File: src/rtl/cla_addsub_seq.sv
// cla_addsub_seq: nibble-serial W-bit adder/subtractor built around a single 4-bit CLA slice.
// The carry is held in a register between nibbles; the final carry and signed overflow are registered on the last nibble.
module cla4 (
  input  logic [3:0] a,
  input  logic [3:0] b,
  input  logic       cin,
  input  logic       sub,
  output logic [3:0] s,
  output logic       c
);
  logic [3:0] bx, g, p;
  logic [4:0] k;
  assign bx = b ^ {4{sub}};
  assign g = a & bx;
  assign p = a ^ bx;
  assign k[0] = cin;
  assign k[1] = g[0] | (p[0] & cin);
  assign k[2] = g[1] | (p[1] & g[0]) | (p[1] & p[0] & cin);
  assign k[3] = g[2] | (p[2] & g[1]) | (p[2] & p[1] & g[0]) | (p[2] & p[1] & p[0] & cin);
  assign k[4] = g[3] | (p[3] & g[2]) | (p[3] & p[2] & g[1]) | (p[3] & p[2] & p[1] & g[0]) | (&p & cin);
  assign s = p ^ k[3:0];
  assign c = k[4];
endmodule

module cla_addsub_seq #(
  parameter int W = 16
) (
  input  logic         clk,
  input  logic         rst_n,
  input  logic         start,
  input  logic         sub,
  input  logic [W-1:0] x,
  input  logic [W-1:0] y,
  output logic         busy,
  output logic         done,
  output logic [W-1:0] out,
  output logic         cout,
  output logic         v
);
  localparam int N  = W / 4;
  localparam int IW = $clog2(N);
  if (W % 4 != 0 || W < 8) begin : g_bad_width
    $error("cla_addsub_seq: W must be a multiple of 4 and at least 8");
  end
  typedef enum logic [1:0] {IDLE, RUN, DONE} state_t;
  state_t         state, state_nx;
  logic [W-1:0]   x_r, y_r;
  logic           sub_r, carry, c, last, accept;
  logic [IW-1:0]  idx;
  logic [3:0]     xn, yn, s;
  assign xn     = x_r[{idx, 2'b00} +: 4];
  assign yn     = y_r[{idx, 2'b00} +: 4] ^ {4{sub_r}};
  assign last   = idx == IW'(N - 1);
  assign accept = state == IDLE && start;
  assign busy   = state == RUN;
  assign done   = state == DONE;
  // Slice runs in plain add mode; subtraction is folded into yn and the initial carry.
  cla4 u_slice (.a(xn), .b(yn), .cin(carry), .sub(1'b0), .s(s), .c(c));
  always_comb begin
    state_nx = accept ? RUN : (state == RUN && last) ? DONE : (state == DONE) ? IDLE : state;
  end
  always_ff @(posedge clk or negedge rst_n) begin
    if (!rst_n) begin
      state <= IDLE;
      x_r   <= '0;
      y_r   <= '0;
      sub_r <= 1'b0;
      carry <= 1'b0;
      idx   <= '0;
      out   <= '0;
      cout  <= 1'b0;
      v     <= 1'b0;
    end else begin
      state <= state_nx;
      if (accept) begin
        x_r   <= x;
        y_r   <= y;
        sub_r <= sub;
        carry <= sub;
        idx   <= '0;
      end
      if (state == RUN) begin
        out[{idx, 2'b00} +: 4] <= s;
        carry <= c;
        idx   <= last ? idx : idx + 1'b1;
        if (last) begin
          cout <= c;
          v    <= (x_r[W-1] == yn[3]) && (s[3] != x_r[W-1]);
        end
      end
    end
  end
endmodule

File: config.mk
export PLATFORM = sky130hd
export DESIGN_NAME = cla_addsub_seq
export DESIGN_NICKNAME = d
export VERILOG_FILES = /design/src/rtl/cla_addsub_seq.sv
export SDC_FILE = /design/constraint.sdc
export NUM_CORES = 1
export LEC_CHECK = 0
export BUFFER_PORTS_ARGS = -buffer_cell sky130_fd_sc_hd__buf_4
export CAP_MARGIN = 20
export CORE_MARGIN = 3
export CORE_UTILIZATION = 54
export DETAILED_ROUTE_END_ITERATION = 10
export PLACE_DENSITY = 0.8
export SYNTH_ARGS = -nofsm -noshare
export SYNTH_HDL_FRONTEND = slang
export SYNTH_SLANG_ARGS = --single-unit
File: constraint.sdc
create_clock -name clk -period 4 [get_ports clk]
set_clock_uncertainty 0.2 [all_clocks]
set_input_delay 0.2 -clock clk [delete_from_list [all_inputs] [get_ports clk]]
set_output_delay 0.2 -clock clk [all_outputs]
set_load 0.02 [all_outputs]
; Yosys cells after proc, flatten, opt, wreduce, memory -nomap -nowiden
; Index checks and enable logic that the tools add are counted.
[classes]
shifts = 4
bitwise = 29
n_mux = 9
eq_ne = 6
n_reduce_logical = 9
n_addsub = 2
[ops]
columns = op, count
row1 = indexed part select 16 x 5 -> 4 bit, 2
row2 = bitwise mux 16 bit, 1
row3 = "variable shift 4 x 6 -> 16 bit, first input constant", 1
row4 = indexed part select 4 x 6 -> 16 bit, 1
row5 = bitwise AND 1 bit, 15
row6 = two-way mux 2 bit, 6
row7 = bitwise XOR 4 bit, 3
row8 = OR 1 bit, 10
row9 = negator 4 -> 6 bit, 1
row10 = bitwise AND 4 bit, 1
row11 = "== test 2 bit, second input constant", 2
row12 = AND reduction 2 bit, 2
row13 = AND reduction 4 bit, 1
row14 = logical AND 1 bit, 3
row15 = nonzero test 3 bit, 1
row16 = "adder 2 x 1 -> 2 bit, second input constant", 1
row17 = "== test 2 x 1 -> 1 bit, second input constant", 1
row18 = logical NOT 2 bit, 1
row19 = two-way mux 1 bit, 2
row20 = "inequality test 2 bit, second input constant", 1
row21 = nonzero test 2 bit, 1
row22 = == test 1 bit, 1
row23 = inequality test 1 bit, 1
[word_totals]
word_cells = 68
output_inout_bits = 20
input_bits = 36
regBits = 56

; Longest topological paths before layout
[logic_depth]
depth_word = 10
depth_mapped = 9
ltp_nobuf = 8

; Modules after synthesis
; From an unflattened synthesis, not the netlist that was laid out.
[unflattened]
cells_unflattened = 180
hier_area_um2 = 2636.3
[modules_own_cells]
columns = mod, cells_each, n_inst, seq_area_each_um2, area_per_inst_um2
row1 = cla_addsub_seq, 163, 1, 1401.3, 2468.6
row2 = cla4, 17, 1, 0.0, 167.7

; Worst setup path after synthesis
; OpenSTA, ideal clock, no wires.
[synth_timing]
kind = reg-to-reg
startpoint = register idx[0]
endpoint = register v
path_stages_with_launch = 10
arrival_ns = 2.460
synth_period_minus_slack_ns = 2.783
setup_slack_ns = 1.217
t_required_ns = 3.677
n_path_buf = 2
setup_time_ns = 0.123
cell_sequence = dfrtp_1 > buf_6 > buf_2 > mux4_2 > ha_1 > a211oi_1 > o21bai_1 > xor2_1 > mux2i_1 > o21ai_1
[synth_between]
elab_chain_cells = 10
word_cells_on_any_way = 19
classes_between = eq/ne: 3 / shift: 2 / bitwise: 12 / reduce/logical: 2
[synth_rtl]
columns = element, line
row1 = from (decl), 49  ; logic [IW-1:0] idx;
row2 = from (signal assigned), 85  ; idx <= last ? idx : idx + 1'b1;
row3 = indexed part select 16 x 5 -> 4 bit, 52  ; assign yn = y_r[{idx, 2'b00} +: 4] ^ {4{sub_r}};
row4 = bitwise XOR 4 bit, 52
row5 = bitwise XOR 4 bit or bitwise AND 4 bit (tied branches), "15, 14"
row6 = bitwise AND 1 bit, 19  ; assign k[3] = g[2] | (p[2] & g[1]) | (p[2] & p[1] & g[0]) | (p[2] & p[1] & p[0] & cin);
row7 = OR 1 bit or bitwise AND 1 bit (tied branches) (2 in a row), 19
row8 = OR 1 bit, 19
row9 = bitwise XOR 4 bit, 21  ; assign s = p ^ k[3:0];
row10 = inequality test 1 bit, 88  ; v <= (x_r[W-1] == yn[3]) && (s[3] != x_r[W-1]);
row11 = logical AND 1 bit, 88
row12 = to (signal assigned), 88
row13 = to (decl), 38  ; output logic v
; Several ways; a longest one is shown, not always the timed one.
; A chain may end at the register's enable or synchronous reset.

; Final worst setup path
; Ends and elaborated chain as after synthesis.

==> impl_summary.log <==
INFO  metric status = finished, final reports clean
INFO  metric critical_path.cell_chain = mux4_1, xor2_1, ha_1, a211oi_1, o21bai_1, xor2_1, mux2i_1, o21ai_1
INFO  metric first_global_vias = 2009
INFO  metric timing.final.max_slew_violations = 0
INFO  metric yosys-top-cells-count = 56 x sky130_fd_sc_hd__dfrtp_1, 33 x sky130_fd_sc_hd__mux2_2, 15 x sky130_fd_sc_hd__nand2_1
INFO  metric internal_power = about 0.0018 W
INFO  metric synth_cell_types = 32
INFO  metric final-hold-violation-count = 0
INFO  metric dp.final_hpwl = 3.61 mm
INFO  metric syn-num-nets = 246
INFO  metric timing.slew.headroom = 54.9%
INFO  metric drt_pass1_iterations = 4
INFO  metric remaining_drc_errors = 0
INFO  metric setup_viol = 0
INFO  metric achievable-frequency = 309 MHz
INFO  metric hold_path_depth = 3
INFO  metric start_util = ~58%
INFO  metric grt_overflow_total = 0
INFO  metric hold_ws = 60.6 ps
INFO  metric switchingPower = 0.00135 W
INFO  metric critPathCaptureType = register
INFO  metric tritoncts = done
INFO  metric gpl.final_weighted_congestion = around 0.78
INFO  metric mappedNetlistArea = 2660 um^2
INFO  metric final_critical_delay_including_setup_and_external_delays = 3240 ps
INFO  metric synth.top_cells.by_area = sky130_fd_sc_hd__dfrtp_1 53%, sky130_fd_sc_hd__mux2_2 14%, sky130_fd_sc_hd__ha_1 4.7%
INFO  metric initialDrtViolationCount = 82
INFO  metric critical-path-slowest-cell = sky130_fd_sc_hd__dfrtp_1
INFO  metric clock_power_share = 10.0%
INFO  metric final_net_count = 334
INFO  metric cts.sink_count = 56
INFO  metric yosys_warnings = 0
INFO  metric fp.dieH = 76.2 um
INFO  metric design.die.area = 5800 um^2
INFO  metric worst_slew_pin_slew = 677 ps
INFO  metric via_per_inst = 5.42
INFO  metric fp.dieW = 76.2 um
INFO  metric rsz0062_at_grt = false
INFO  metric layout-area-overhead-vs-synth = 33.4%
INFO  metric min_period_over_period = around 80%
INFO  metric filler_cells = 296
INFO  metric clkLatencyLatePin = 310 ps
INFO  metric min_path_type = in2reg
INFO  metric top_level_ports = 56
INFO  metric power_density = around 890 nW/um^2
INFO  metric p_sw_share = 42.8%
INFO  metric worst-path-max-fanout = 8
INFO  metric yosys_most_used_dff = sky130_fd_sc_hd__dfrtp_1
INFO  metric timing.setup.tns = 0 ps
INFO  metric synth_largest_type_area_fraction = 52.7%
INFO  metric cpPeakStageDelay = 630 ps
INFO  metric critPathKind = reg2reg
INFO  metric yosys.area.top_type = sky130_fd_sc_hd__dfrtp_1
INFO  metric ant_nets = 0
INFO  metric maximum_number_of_pins_on_one_net_before_global_route_repair = 57
INFO  metric totalPowerFinal = 0.00316 W
INFO  metric cts_inserted_buffers = 5
INFO  metric synth_most_common_cell = sky130_fd_sc_hd__dfrtp_1
INFO  metric finalWirelength = between 5 and 6 mm
INFO  metric cts_root_buffer_type = sky130_fd_sc_hd__clkbuf_8
INFO  metric antenna_found_initial = 1
INFO  metric global_route.usage.total = 20.6%
INFO  metric portBuffers = 55
INFO  metric placeableCoreArea = 4560 um^2
INFO  metric critical_path.startpoint_type = register
INFO  metric irDropWorstVdd = between 400 and 500 uV
INFO  metric timing.critical_path.required = 3990 ps
INFO  metric p_leak = about 1.6 nW
INFO  metric avgRoutedWirePerCell = 15.9 um
INFO  metric critical_path.most_common_cell = sky130_fd_sc_hd__xor2_1
INFO  metric synth.yosys.seq_area_share = ~53%
INFO  metric post_route_cells_drive_above_1_share = 35.8%
INFO  metric share_comb_of_total_power = around 57%
INFO  metric ys_async_sr_fraction = 100%
INFO  metric cts.repair.resized = 0
INFO  metric synth-seq-cells = 56
INFO  metric post-route-util = between 70% and 80%
INFO  metric clockBufferDepth = 2
INFO  metric max_cap_violations = 0
INFO  metric p_seq_share = 32.6%
INFO  metric row_count = 24
INFO  metric htree_levels = 2
INFO  metric syn_avg_cell_area = ~13 um^2
INFO  metric area.sequential = 1400 um^2
INFO  metric worst-endpoint-arrival = ~3200 ps
INFO  metric synthesis.instances = roughly 200
INFO  metric path_clk_slew = 100 ps
INFO  metric first_pass_grt_wire_length = 9.60 mm
INFO  metric layout.cells.non_filler = approximately 350
INFO  metric synth_edf_count = 0
INFO  metric reg2reg_depth = 8
INFO  metric vias = ~1900
INFO  metric multi_input_comb_area = 1180 um^2
INFO  metric place.detailed.instances = roughly 310
metrics by stage:
step	setup slack (ps)	instance area, um^2
5_1_grt	564	3550
2_1_floorplan	1220	2660
3_3_place_gp	864	3120
3_5_place_dp	778	3120
4_1_cts	762	3550
6_report	759	3550
path summary, 6_finish.rpt:
path	startpoint	to	slack [ps]
max	idx[0]	v	760
min	start	idx[1]	60
max reg2reg	idx[0]	v	760
min reg2reg	out[5]	out[5]	290
max in group asynchronous	rst_n	y_r[1]	2880
min in group asynchronous	rst_n	x_r[7]	280
cells in the final DEF (no fill, tap or decap):
| cell | netlist | final |
|---|---|---|
| sky130_fd_sc_hd__clkbuf_1 | 1 | 2 |
| sky130_fd_sc_hd__o41ai_1 | 3 | 3 |
| sky130_fd_sc_hd__a211oi_1 | 2 | 2 |
| sky130_fd_sc_hd__a22o_1 | 10 | 10 |
| sky130_fd_sc_hd__xor2_1 | 6 | 6 |
| sky130_fd_sc_hd__or3_1 | 1 | 1 |
| sky130_fd_sc_hd__nand2b_1 | 2 | 2 |
| sky130_fd_sc_hd__xnor2_1 | 1 | 1 |
| sky130_fd_sc_hd__mux2_2 | 33 | 33 |
| sky130_fd_sc_hd__nor2_1 | 6 | 6 |
| sky130_fd_sc_hd__nor2b_2 | 0 | 1 |
| sky130_fd_sc_hd__fa_1 | 1 | 1 |
| sky130_fd_sc_hd__mux4_1 | 3 | 3 |
| sky130_fd_sc_hd__nand3_1 | 2 | 2 |
| sky130_fd_sc_hd__or2_2 | 1 | 1 |
| sky130_fd_sc_hd__nand2_1 | 15 | 15 |
| sky130_fd_sc_hd__o21a_1 | 2 | 2 |
| sky130_fd_sc_hd__o21ai_0 | 3 | 3 |
| sky130_fd_sc_hd__nor3_1 | 2 | 2 |
| sky130_fd_sc_hd__diode_2 | 0 | 1 |
| sky130_fd_sc_hd__mux4_2 | 5 | 5 |
| sky130_fd_sc_hd__nor2b_1 | 4 | 3 |
| sky130_fd_sc_hd__a21o_1 | 2 | 2 |
| sky130_fd_sc_hd__o31ai_1 | 5 | 5 |
| sky130_fd_sc_hd__a21oi_1 | 3 | 3 |
| sky130_fd_sc_hd__mux2i_1 | 1 | 1 |
| sky130_fd_sc_hd__ha_1 | 10 | 10 |
| sky130_fd_sc_hd__dlygate4sd3_1 | 0 | 34 |
| sky130_fd_sc_hd__clkbuf_8 | 0 | 6 |
| sky130_fd_sc_hd__o21ai_1 | 1 | 1 |
| sky130_fd_sc_hd__buf_4 | 0 | 57 |
| sky130_fd_sc_hd__o21bai_1 | 2 | 2 |
| sky130_fd_sc_hd__and2_0 | 1 | 1 |
| sky130_fd_sc_hd__inv_1 | 6 | 6 |
| sky130_fd_sc_hd__dfrtp_1 | 56 | 56 |
flip-flops by register name, summed over array words and instances (netlist names):
name,count
sub_r,1
y_r,16
x_r,16
v,1
out,16
cout,1
state,2
idx,2
carry,1
layout make-up:
class	instances	area share [%]
clock buffer	8	2.54
sequential	56	39.5
timing repair buffer	91	21.6
antenna	1	0.0705
inverter	6	0.634
tap	65	2.29
multi-input combinational	127	33.3
repair_timing:
action | CTS | global route
buffers inserted | 0 | 0
hold buffers | 34 | 0
endpoints found under the hold margin | 90 | 0
layer usage:
layer  track usage (%)  wire (um)  vias up
met5                 0          0        -
met3              5.08        262        4
met2              37.7       3030       57
li1                  -          -      900
met1              24.1       2320      957
met4              5.43         23        0
cell families after synthesis:
| logic type | after synthesis | share of synthesized area, % |
|---|---|---|
| adders and majority gates | 11 | 5.46 |
| muxes | 42 | 21.5 |
| buffers and inverters | 16 | 2.92 |
| DFF | 56 | 52.7 |
| AOI/OAI and AO/OA | 33 | 9.27 |
| xor gates and xnor gates | 7 | 2.30 |
| and+or+nand+nor | 34 | 5.83 |
critical path: cells and delay by family, from the launching register on:
kind / cells / cell delay [ps]
AO/OA/AOI/OAI: 3 / 460
XOR/XNOR: 2 / 670
adder cells (fa/ha/maj): 1 / 300
flip-flops: 1 / 630
multiplexers: 2 / 860
power groups by stage:
stage	Sequential, W	Combinational [W]	Clock, W
after CTS	0.00102	0.00180	0.000320
after floorplan	0.00101	0.00131	0
after global placement	0.00103	0.00173	0
final	0.00103	0.00181	0.000315
after global routing	0.00107	0.00198	0.000342
after detailed placement	0.00103	0.00177	0
Note: power is estimated with default switching activity, not from simulation.
